==> src/rtl/video_timing_ctrl.sv <==
// Raster timing generator for the TMDS output path: x/y coordinates and pixel
// requests, with sync/active delayed LEAD cycles to match pixel-source latency.
module video_timing_ctrl #(
    parameter int unsigned H_ACTIVE = 1280,
    parameter int unsigned H_FP     = 110,
    parameter int unsigned H_SYNC   = 40,
    parameter int unsigned H_BP     = 220,
    parameter int unsigned V_ACTIVE = 720,
    parameter int unsigned V_FP     = 5,
    parameter int unsigned V_SYNC   = 5,
    parameter int unsigned V_BP     = 20,
    parameter bit          HS_POL   = 1'b1,
    parameter bit          VS_POL   = 1'b1,
    parameter int unsigned LEAD     = 2
) (
    input  logic        pixclk,
    input  logic        rst_n,
    input  logic        en,
    output logic [11:0] x,
    output logic [10:0] y,
    output logic        req,
    output logic        frame_start,
    output logic        line_start,
    output logic        hsync,
    output logic        vsync,
    output logic        active,
    output logic        running
);

    localparam int unsigned XW      = 12;
    localparam int unsigned YW      = 11;
    localparam int unsigned H_TOTAL = H_ACTIVE + H_FP + H_SYNC + H_BP;
    localparam int unsigned V_TOTAL = V_ACTIVE + V_FP + V_SYNC + V_BP;
    localparam int unsigned HS_BEG  = H_ACTIVE + H_FP;
    localparam int unsigned HS_END  = HS_BEG + H_SYNC;
    localparam int unsigned VS_BEG  = V_ACTIVE + V_FP;
    localparam int unsigned VS_END  = VS_BEG + V_SYNC;

    typedef enum logic [1:0] {
        ST_IDLE = 2'd0,
        ST_RUN  = 2'd1,
        ST_STOP = 2'd2
    } state_t;

    state_t          state;
    state_t          state_next;
    logic            frame_last;
    logic [XW-1:0]   x_d;
    logic [YW-1:0]   y_d;
    logic            run_d;
    logic            req_d;
    logic            fs_d;
    logic            ls_d;
    logic            hs_d;
    logic            vs_d;
    logic [2:0]      tap;

    assign frame_last = (x == XW'(H_TOTAL - 1)) && (y == YW'(V_TOTAL - 1));

    // State register
    always_ff @(posedge pixclk or negedge rst_n) begin
        if (!rst_n) begin
            state <= ST_IDLE;
        end else begin
            state <= state_next;
        end
    end

    // Run control: stopping only lands in IDLE on the last pixel of a frame
    always_comb begin
        state_next = state;
        unique case (state)
            ST_IDLE: if (en) state_next = ST_RUN;
            ST_RUN:  if (!en) state_next = ST_STOP;
            ST_STOP: begin
                if (en) begin
                    state_next = ST_RUN;
                end else if (frame_last) begin
                    state_next = ST_IDLE;
                end
            end
            default: state_next = ST_IDLE;
        endcase
    end

    // Next coordinate-stage values, decoded from the next counter values
    always_comb begin
        x_d   = '0;
        y_d   = '0;
        run_d = (state_next != ST_IDLE);
        if (state != ST_IDLE) begin
            if (x == XW'(H_TOTAL - 1)) begin
                x_d = '0;
                y_d = (y == YW'(V_TOTAL - 1)) ? '0 : y + YW'(1);
            end else begin
                x_d = x + XW'(1);
                y_d = y;
            end
        end
        if (!run_d) begin
            x_d = '0;
            y_d = '0;
        end
        req_d = run_d && (32'(x_d) < H_ACTIVE) && (32'(y_d) < V_ACTIVE);
        fs_d  = run_d && (x_d == '0) && (y_d == '0);
        ls_d  = run_d && (x_d == '0);
        hs_d  = run_d && (32'(x_d) >= HS_BEG) && (32'(x_d) < HS_END);
        vs_d  = run_d && (32'(y_d) >= VS_BEG) && (32'(y_d) < VS_END);
    end

    // Coordinate-stage registers
    always_ff @(posedge pixclk or negedge rst_n) begin
        if (!rst_n) begin
            x           <= '0;
            y           <= '0;
            req         <= 1'b0;
            frame_start <= 1'b0;
            line_start  <= 1'b0;
            running     <= 1'b0;
        end else begin
            x           <= x_d;
            y           <= y_d;
            req         <= req_d;
            frame_start <= fs_d;
            line_start  <= ls_d;
            running     <= run_d;
        end
    end

    // Delay line for {hs, vs, req}; stage 0 is the coordinate-stage copy
    if (LEAD == 0) begin : g_direct
        assign tap = {hs_d, vs_d, req_d};
    end else begin : g_pipe
        logic [2:0] pipe [LEAD];

        always_ff @(posedge pixclk or negedge rst_n) begin
            if (!rst_n) begin
                for (int i = 0; i < int'(LEAD); i++) begin
                    pipe[i] <= 3'b000;
                end
            end else begin
                pipe[0] <= {hs_d, vs_d, req_d};
                for (int i = 1; i < int'(LEAD); i++) begin
                    pipe[i] <= pipe[i-1];
                end
            end
        end

        assign tap = pipe[LEAD-1];
    end

    // Output stage with polarity applied
    always_ff @(posedge pixclk or negedge rst_n) begin
        if (!rst_n) begin
            hsync  <= ~HS_POL;
            vsync  <= ~VS_POL;
            active <= 1'b0;
        end else begin
            hsync  <= tap[2] ? HS_POL : ~HS_POL;
            vsync  <= tap[1] ? VS_POL : ~VS_POL;
            active <= tap[0];
        end
    end

endmodule

==> config.mk <==
export PLATFORM = sky130hd
export DESIGN_NAME = video_timing_ctrl
export DESIGN_NICKNAME = d
export VERILOG_FILES = /design/src/rtl/video_timing_ctrl.sv
export SDC_FILE = /design/constraint.sdc
export NUM_CORES = 1
export LEC_CHECK = 0
export ABC_AREA = 1
export CORE_ASPECT_RATIO = 0.5
export CORE_MARGIN = 2
export CORE_UTILIZATION = 55
export CTS_CLUSTER_SIZE = 20
export DETAILED_ROUTE_END_ITERATION = 8
export PLACE_DENSITY_LB_ADDON = 0.2
export SKIP_LAST_GASP = 1
export SYNTH_ARGS = -nofsm -noshare
export SYNTH_HDL_FRONTEND = slang
export SYNTH_SLANG_ARGS = --single-unit
==> constraint.sdc <==
create_clock -name pixclk -period 2.2 [get_ports pixclk]
set_clock_uncertainty 0.05 [all_clocks]
set_input_delay 0.22 -clock pixclk [delete_from_list [all_inputs] [get_ports pixclk]]
set_output_delay 0.22 -clock pixclk [all_outputs]
set_load 0.03 [all_outputs]
==> results of run 1 <==
worst max-delay path, delay by kind of cell (launching register included):
| family | cells | cell delay, ns |
|---|---|---|
| DFF | 1 | 0.41 |
| AOI/OAI and AO/OA | 1 | 0.08 |
| and+or+nand+nor | 9 | 0.99 |
| buffers and inverters | 3 | 0.32 |
| adders and majority gates | 1 | 0.14 |
registers in the layout, indices dropped and copies added, names as in the netlist:
name	flops
x	12
y	11
g_pipe.pipe	3
tap	3
state	2
active	1
frame_start	1
hsync	1
line_start	1
running	1
vsync	1
per-layer routing:
layer / global-route usage [%] / share of wire, % / routed length [um] / vias to the layer above
met5: 0 / 0 / 0 / -
met4: 9.589 / 2.2 / 152 / 0
met3: 5.882 / 7.7 / 533 / 17
met2: 44.56 / 46 / 3192 / 138
met1: 36.97 / 44 / 3014 / 1215
li1: - / - / - / 1265
report_power, final:
part | switching [mW] | internal [mW]
clock network | 0.237 | 0.220
logic | 0.158 | 0.0881
registers | 0.0170 | 0.704
final cells by class:
class / count / area [um2] / share of cell area [%]
Clock buffer: 6 / 72.57 / 2.282
Clock inverter: 2 / 10.01 / 0.3147
Inverter: 68 / 257.7 / 8.104
Multi-Input combinational cell: 262 / 1328 / 41.74
Sequential cell: 37 / 927.1 / 29.15
Tap cell: 57 / 71.32 / 2.242
Timing Repair Buffer: 58 / 514.2 / 16.17
stage by stage:
stage | area, um2 | setup WS [ns] | setup TNS (ns) | std cells
floorplan | 2450 | 0.1691 | 0 | 370
global placement | 2975 | -0.02675 | -0.02675 | 478
detailed placement | 2975 | -0.1031 | -0.1380 | 478
CTS | 3069 | 0.02106 | 0 | 486
global route | 3181 | -0.08556 | -0.1253 | 490
finish | 3181 | 0.1346 | 0 | 490
cells in the mapped netlist, types with 2 or more instances:
master    instances
a21oi_1           7
buf_6             2
dfrtp_1          37
ha_1              4
inv_1            62
inv_2             6
nand2_1         107
nand2_2           5
nand2_4           2
nand3_1          35
nand3_2           2
nand3b_1          2
nand4_1           9
nor2_1           55
nor2_2            5
nor2_4            2
nor3_1            5
nor3_2            3
nor3b_1           3
o21ai_0           5
o21ai_1           4
xor2_1            2
cell families after synthesis:
kind of cell / Yosys count / share of synthesized area, %
adder cells (fa/ha/maj): 4 / 2.043
XOR/XNOR: 2 / 0.7151
AND/OR/NAND/NOR: 237 / 43.77
AO/OA/AOI/OAI: 18 / 3.881
flip-flops: 37 / 37.79
buffers and inverters: 72 / 11.80
worst min-delay path by stage:
stage,end,slack [ns],cells past startpoint
after floorplan,active,-0.13,0
after global placement,tap[1],0.28,0
after detailed placement,tap[2],0.29,0
after CTS,x[2],0.005,1
after global routing,y[3],0.06,1
final,y[3],-0.02,1
repair_timing:
| item | in CTS | in global routing |
|---|---|---|
| cloned | 0 | 1 |
| setup buffers | 0 | 3 |
| gates resized for setup | 2 | 18 |
| setup endpoints to repair | 2 | 5 |
| pin swaps | 0 | 4 |
==> out/qor.txt, run 1 <==
cell count after synthesis: 370
drc violations: 0
Skew-Pair Late Insertion Delay: 0.29 ns
Fmax: 0.4842 GHz
Worst Reg2Reg Path Length in Cells: 14
TritonCTS clock tree: built
Die Span X: 98.39 um
Syn. warnings: 0
crit path capture: frame_start
Req. time, crit path: 2.37 ns
post-cts hold buffer count: 0
max-slew violations: 0
first-pass GRT wire length: 10760 um
Initial DRT Pass Iterations: 5
CORE AREA: 4339 um2
via count: 2635
Final Net Count: 439
Fin. Hold Viols: 37
final hold slack: -0.02057 ns
crit share post-route: 93.88%
grt total ovfl: 0
Worst Max-Slew Pin Slew: 0.8416 ns
slowest stage delay, CP: 0.41 ns
outcome: finished with violations
max-cap viol count: 0
Min Clock Period, post-route: 2.065 ns
CTS root buf: clkbuf_8
worst path cell trace: inv_1 > ha_4 > nor3b_4 > nand2_2 > nor2_4 > buf_6 > nand2_1 > o21ai_2 > inv_1 > nand3_1 > nand2_1 > nor2_1 > nand3_1 > nor2_1
layout cell share with drive strength beyond 1: 16.63%
synthesized area: 2450 um2
#FFs+latches synth: 37
CTS buffer count: 5
diode count: 0
Syn Area/Cell: 6.621 um2
Synth-to-Final Area Change: 29.83%
leading post-synthesis cells by cell area: dfrtp_1, nand2_1, inv_1
CP startpoint kind: flop
FF-to-FF setup slack: 0.13 ns
Die Ht: 51.20 um
end of the worst register-to-register path: frame_start
fraction of registers with async set/reset: 100.0%
IO Count: 33
GPL Wtd Cong: 1.003
vias in the first global route: 2370
Tightest Hold Check Type: in2async
leakage: 1.707 nW
Wirelength per Cell: 14.07 um
total clock sinks: 37
via/cell ratio: 5.378
worst reg2reg startpoint: x[1]
CP startpoint: x[1]
initial antenna violation count: 0
CP max FO: 8
nature of the critical path endpoint: flop
Yosys top cell by area: dfrtp_1
critical path class: reg2reg
most common flop cell mapped by yosys: dfrtp_1
DP HPWL: 5194 um
Pwr Total: 1.423 mW
Power Density: 447.6 nW/um2
most frequent cells in the layout: nand2_1, inv_1, nor2_1
DRT iter0 DRCs: 141
crit path DAT: 2.23 ns
H-tree depth: 2
WL final: 6893 um
count of distinct cell types in the synthesized netlist: 28
VDD IR max: 0.3969 mV
clk slew on worst S/H paths: 0.07 ns
clock buffer depth: 2
die area: 5037 um2
Global Route Usage Sum: 27.42%
failing checks: negative hold slack
Mapped Nets: 377
sequential fraction of the synthesis area: 37.79%
fillers: 343
final setup fails: 0
IO buf count: 32
commonest non-fill, non-tap cell in the layout: nand2_1
post-layout util: 73.30%
EDFF count, synth: 0
Antenna Nets Post-Route: 0
relative slew slack: 43.89%
Initial Util: 56.46%
share of the synthesized area in the top cell type: 37.79%
largest net degree at the start of global routing: 38
CP max-delay cell: dfrtp_1
# rows: 17
(Power assumes the default switching activity.)
==> run 2, diff against run 1 <==
ABC_CLOCK_PERIOD_IN_PS = 2200   (was not set)
CORE_MARGIN = 5   (was 2)
==> run 2 against run 1 <==
Effect of this change: the flow now finishes without violations; final cell count decreased by 1.4%; via count is 5.2% lower; worst hold slack better by 0.32 ns; combinational power fell by 3%; critical path depth down 1; count of clock-buffer cells in the layout unchanged; register-to-register slack is essentially flat; maximum frequency down 0.35%; largest cell class unchanged.
==> out/qor.txt, run 2 (synthesized netlist as in run 1, its figures left out) <==
grt total ovfl: 0 (unchanged)
VDD IR max: 0.3566 mV (-10%)
worst path cell trace: inv_1 > ha_1 > nor3b_4 > buf_4 > nand3_2 > nand2_1 > nand2_1 > nor2_1 > nand2_1 > inv_1 > nand2_1 > nor2_1 > a21oi_1
H-tree depth: 2 (unchanged)
clock buffer depth: 2 (unchanged)
most frequent cells in the layout: nand2_1, inv_1, nor2_1
critical path class: reg2reg
cell-internal power: 1.162 mW (+15%)
Antenna Nets Post-Route: 0 (unchanged)
Skew-Pair Late Insertion Delay: 0.30 ns (about the same)
nature of the critical path endpoint: flop
Global Route Usage Sum: 22.36% (-5.1 points)
leakage: 1.672 nW (-2.1%)
Wirelength per Cell: 13.71 um (-2.5%)
FF-to-FF setup slack: 0.13 ns (about the same)
CORE AREA: 4360 um2 (+0.49%)
first-pass GRT wire length: 10860 um (+0.96%)
largest net degree at the start of global routing: 38 (unchanged)
post-layout util: 71.88% (-1.4 points)
sequential share of power: 45.4% (-5.2 points)
Regs by FF count: x (12), y (11)
Power Density: 503.8 nW/um2 (+13%)
drc violations: 0 (unchanged)
CP max-delay cell: dfrtp_1
slowest stage delay, CP: 0.42 ns (about the same)
Area after DPL: 2908 um2 (-2.3%)
vias in the first global route: 2325 (-1.9%)
commonest non-fill, non-tap cell in the layout: nand2_1
Initial Util: 56.18% (-0.28 points)
final hold slack: 0.3037 ns (+0.3243 ns)
end of the worst register-to-register path: g_pipe.pipe[3]
Fin. Hold Viols: 0 (-100%)
Fmax: 0.4825 GHz (-0.35%)
sw frac: 26.44% (-2.5 points)
Final Net Count: 432 (-1.6%)
most used cell, CP: nand2_1
IO Count: 33 (unchanged)
Die Span X: 104.4 um (+6.1%)
Die Ht: 57.20 um (+12%)
CP max FO: 6 (-2)
# rows: 17 (unchanged)
Worst Reg2Reg Path Length in Cells: 13 (-1)
DP HPWL: 4940 um (-4.9%)
fillers: 368 (+7.3%)
Req. time, crit path: 2.33 ns (-0.04 ns)
max-slew violations: 0 (unchanged)
max-cap viol count: 0 (unchanged)
Min Clock Period, post-route: 2.073 ns (+0.007334 ns)
GPL Wtd Cong: 0.9777 (-2.5%)
diode count: 0 (unchanged)
Tightest Hold Check Type: reg2reg
largest register by flop count: x
via/cell ratio: 5.170 (-3.9%)
CTS root buf: clkbuf_8
die area: 5970 um2 (+19%)
IO buf count: 32 (unchanged)
crit share post-route: 94.21% (+0.33 points)
Worst Max-Slew Pin Slew: 0.8125 ns (-0.02905 ns)
initial antenna violation count: 0 (unchanged)
final instance area: 3134 um2 (-1.5%)
TritonCTS clock tree: built
Synth-to-Final Area Change: 27.94%
crit path DAT: 2.20 ns (-0.03 ns)
outcome: complete, no violations
hold path cells: 0
clk slew on worst S/H paths: 0.07 ns (about the same)
clock share of power: 39.4% (+7.3 points)
RSZ-0062 raised after global routing: yes
CP startpoint kind: flop
total clock sinks: 37 (unchanged)
worst reg2reg startpoint: x[1]
beginning of the worst hold path: tap[1]
combinational share of power: 15.2% (-2.1 points)
DRT iter0 DRCs: 141 (unchanged)
final setup fails: 0 (unchanged)
CTS buffer count: 5 (unchanged)
number of flip-flops in the largest register: 12 (unchanged)
Initial DRT Pass Iterations: 6 (+1)
P_sw: 417.5 uW (+1.3%)
worst-case hold path end point: vsync
via count: 2497 (-5.2%)
relative slew slack: 45.83% (+1.9 points)
layout cell share with drive strength beyond 1: 14.08% (-2.5 points)
WL final: 6622 um (-3.9%)
[run 2: critical path, delay by kind of cell, from the launching register on]
family / cells / cell delay (ns)
adders and majority gates: 1 / 0.18
DFF: 1 / 0.42
AOI/OAI and AO/OA: 1 / 0.08
and+or+nand+nor: 8 / 0.93
buffers and inverters: 3 / 0.29
[run 2: how the worst max path moves through the flow]
stage / from / end / slack [ns] / cells past startpoint
final: x[1] / g_pipe.pipe[3] / 0.13 / 13
after global routing: x[1] / frame_start / -0.07 / 14
after CTS: x[1] / frame_start / 0.09 / 14
after detailed placement: x[1] / frame_start / 0.03 / 14
after global placement: x[1] / frame_start / 0.06 / 13
after floorplan: y[0] / frame_start / 0.17 / 14
[run 2: metal layers]
| layer | global-route usage, % | vias to the layer above | routed length, um |
|---|---|---|---|
| li1 | - | 1247 | - |
| met1 | 31.45 | 1157 | 3141 |
| met2 | 35.10 | 84 | 2975 |
| met3 | 6.102 | 9 | 446 |
| met4 | 4.244 | 0 | 59 |
| met5 | 0 | - | 0 |
[run 2: repair_timing]
action | in CTS | in global routing
hold buffers | 1 | 0
resized for setup | 1 | 13
setup endpoints to repair | 1 | 4
gates cloned | 0 | 1
setup buffers | 0 | 4
endpoints found under the hold margin | 23 | 0
pin swaps | 0 | 0
[run 2: area by class of cell]
type	instances	area (um2)	area share [%]
clock buffers	6	82.58	2.635
clock inverters	2	37.54	1.198
inverters	68	257.7	8.224
multi-input cells	261	1287	41.08
flip-flops and latches	37	928.4	29.62
well taps	57	71.32	2.275
repair buffers	52	469.2	14.97
[run 2: stage by stage]
stage	total power, mW	worst slack (ns)	instances	setup TNS, ns
6_report	1.579	0.1273	483	0
2_1_floorplan	0.8537	0.1691	370	0
3_3_place_gp	0.9374	0.05664	469	0
5_1_grt	1.647	-0.06881	483	-0.2112
4_1_cts	1.562	0.09067	478	0
3_5_place_dp	0.9411	0.02878	469	0
[run 2: power by group through the flow]
stage               sequential, mW  clock (mW)  combinational [mW]
CTS                          0.718       0.631               0.213
global placement             0.730           0               0.207
detailed placement           0.731           0               0.210
finish                       0.717       0.623               0.239
floorplan                    0.767           0              0.0865
global route                 0.720       0.668               0.259
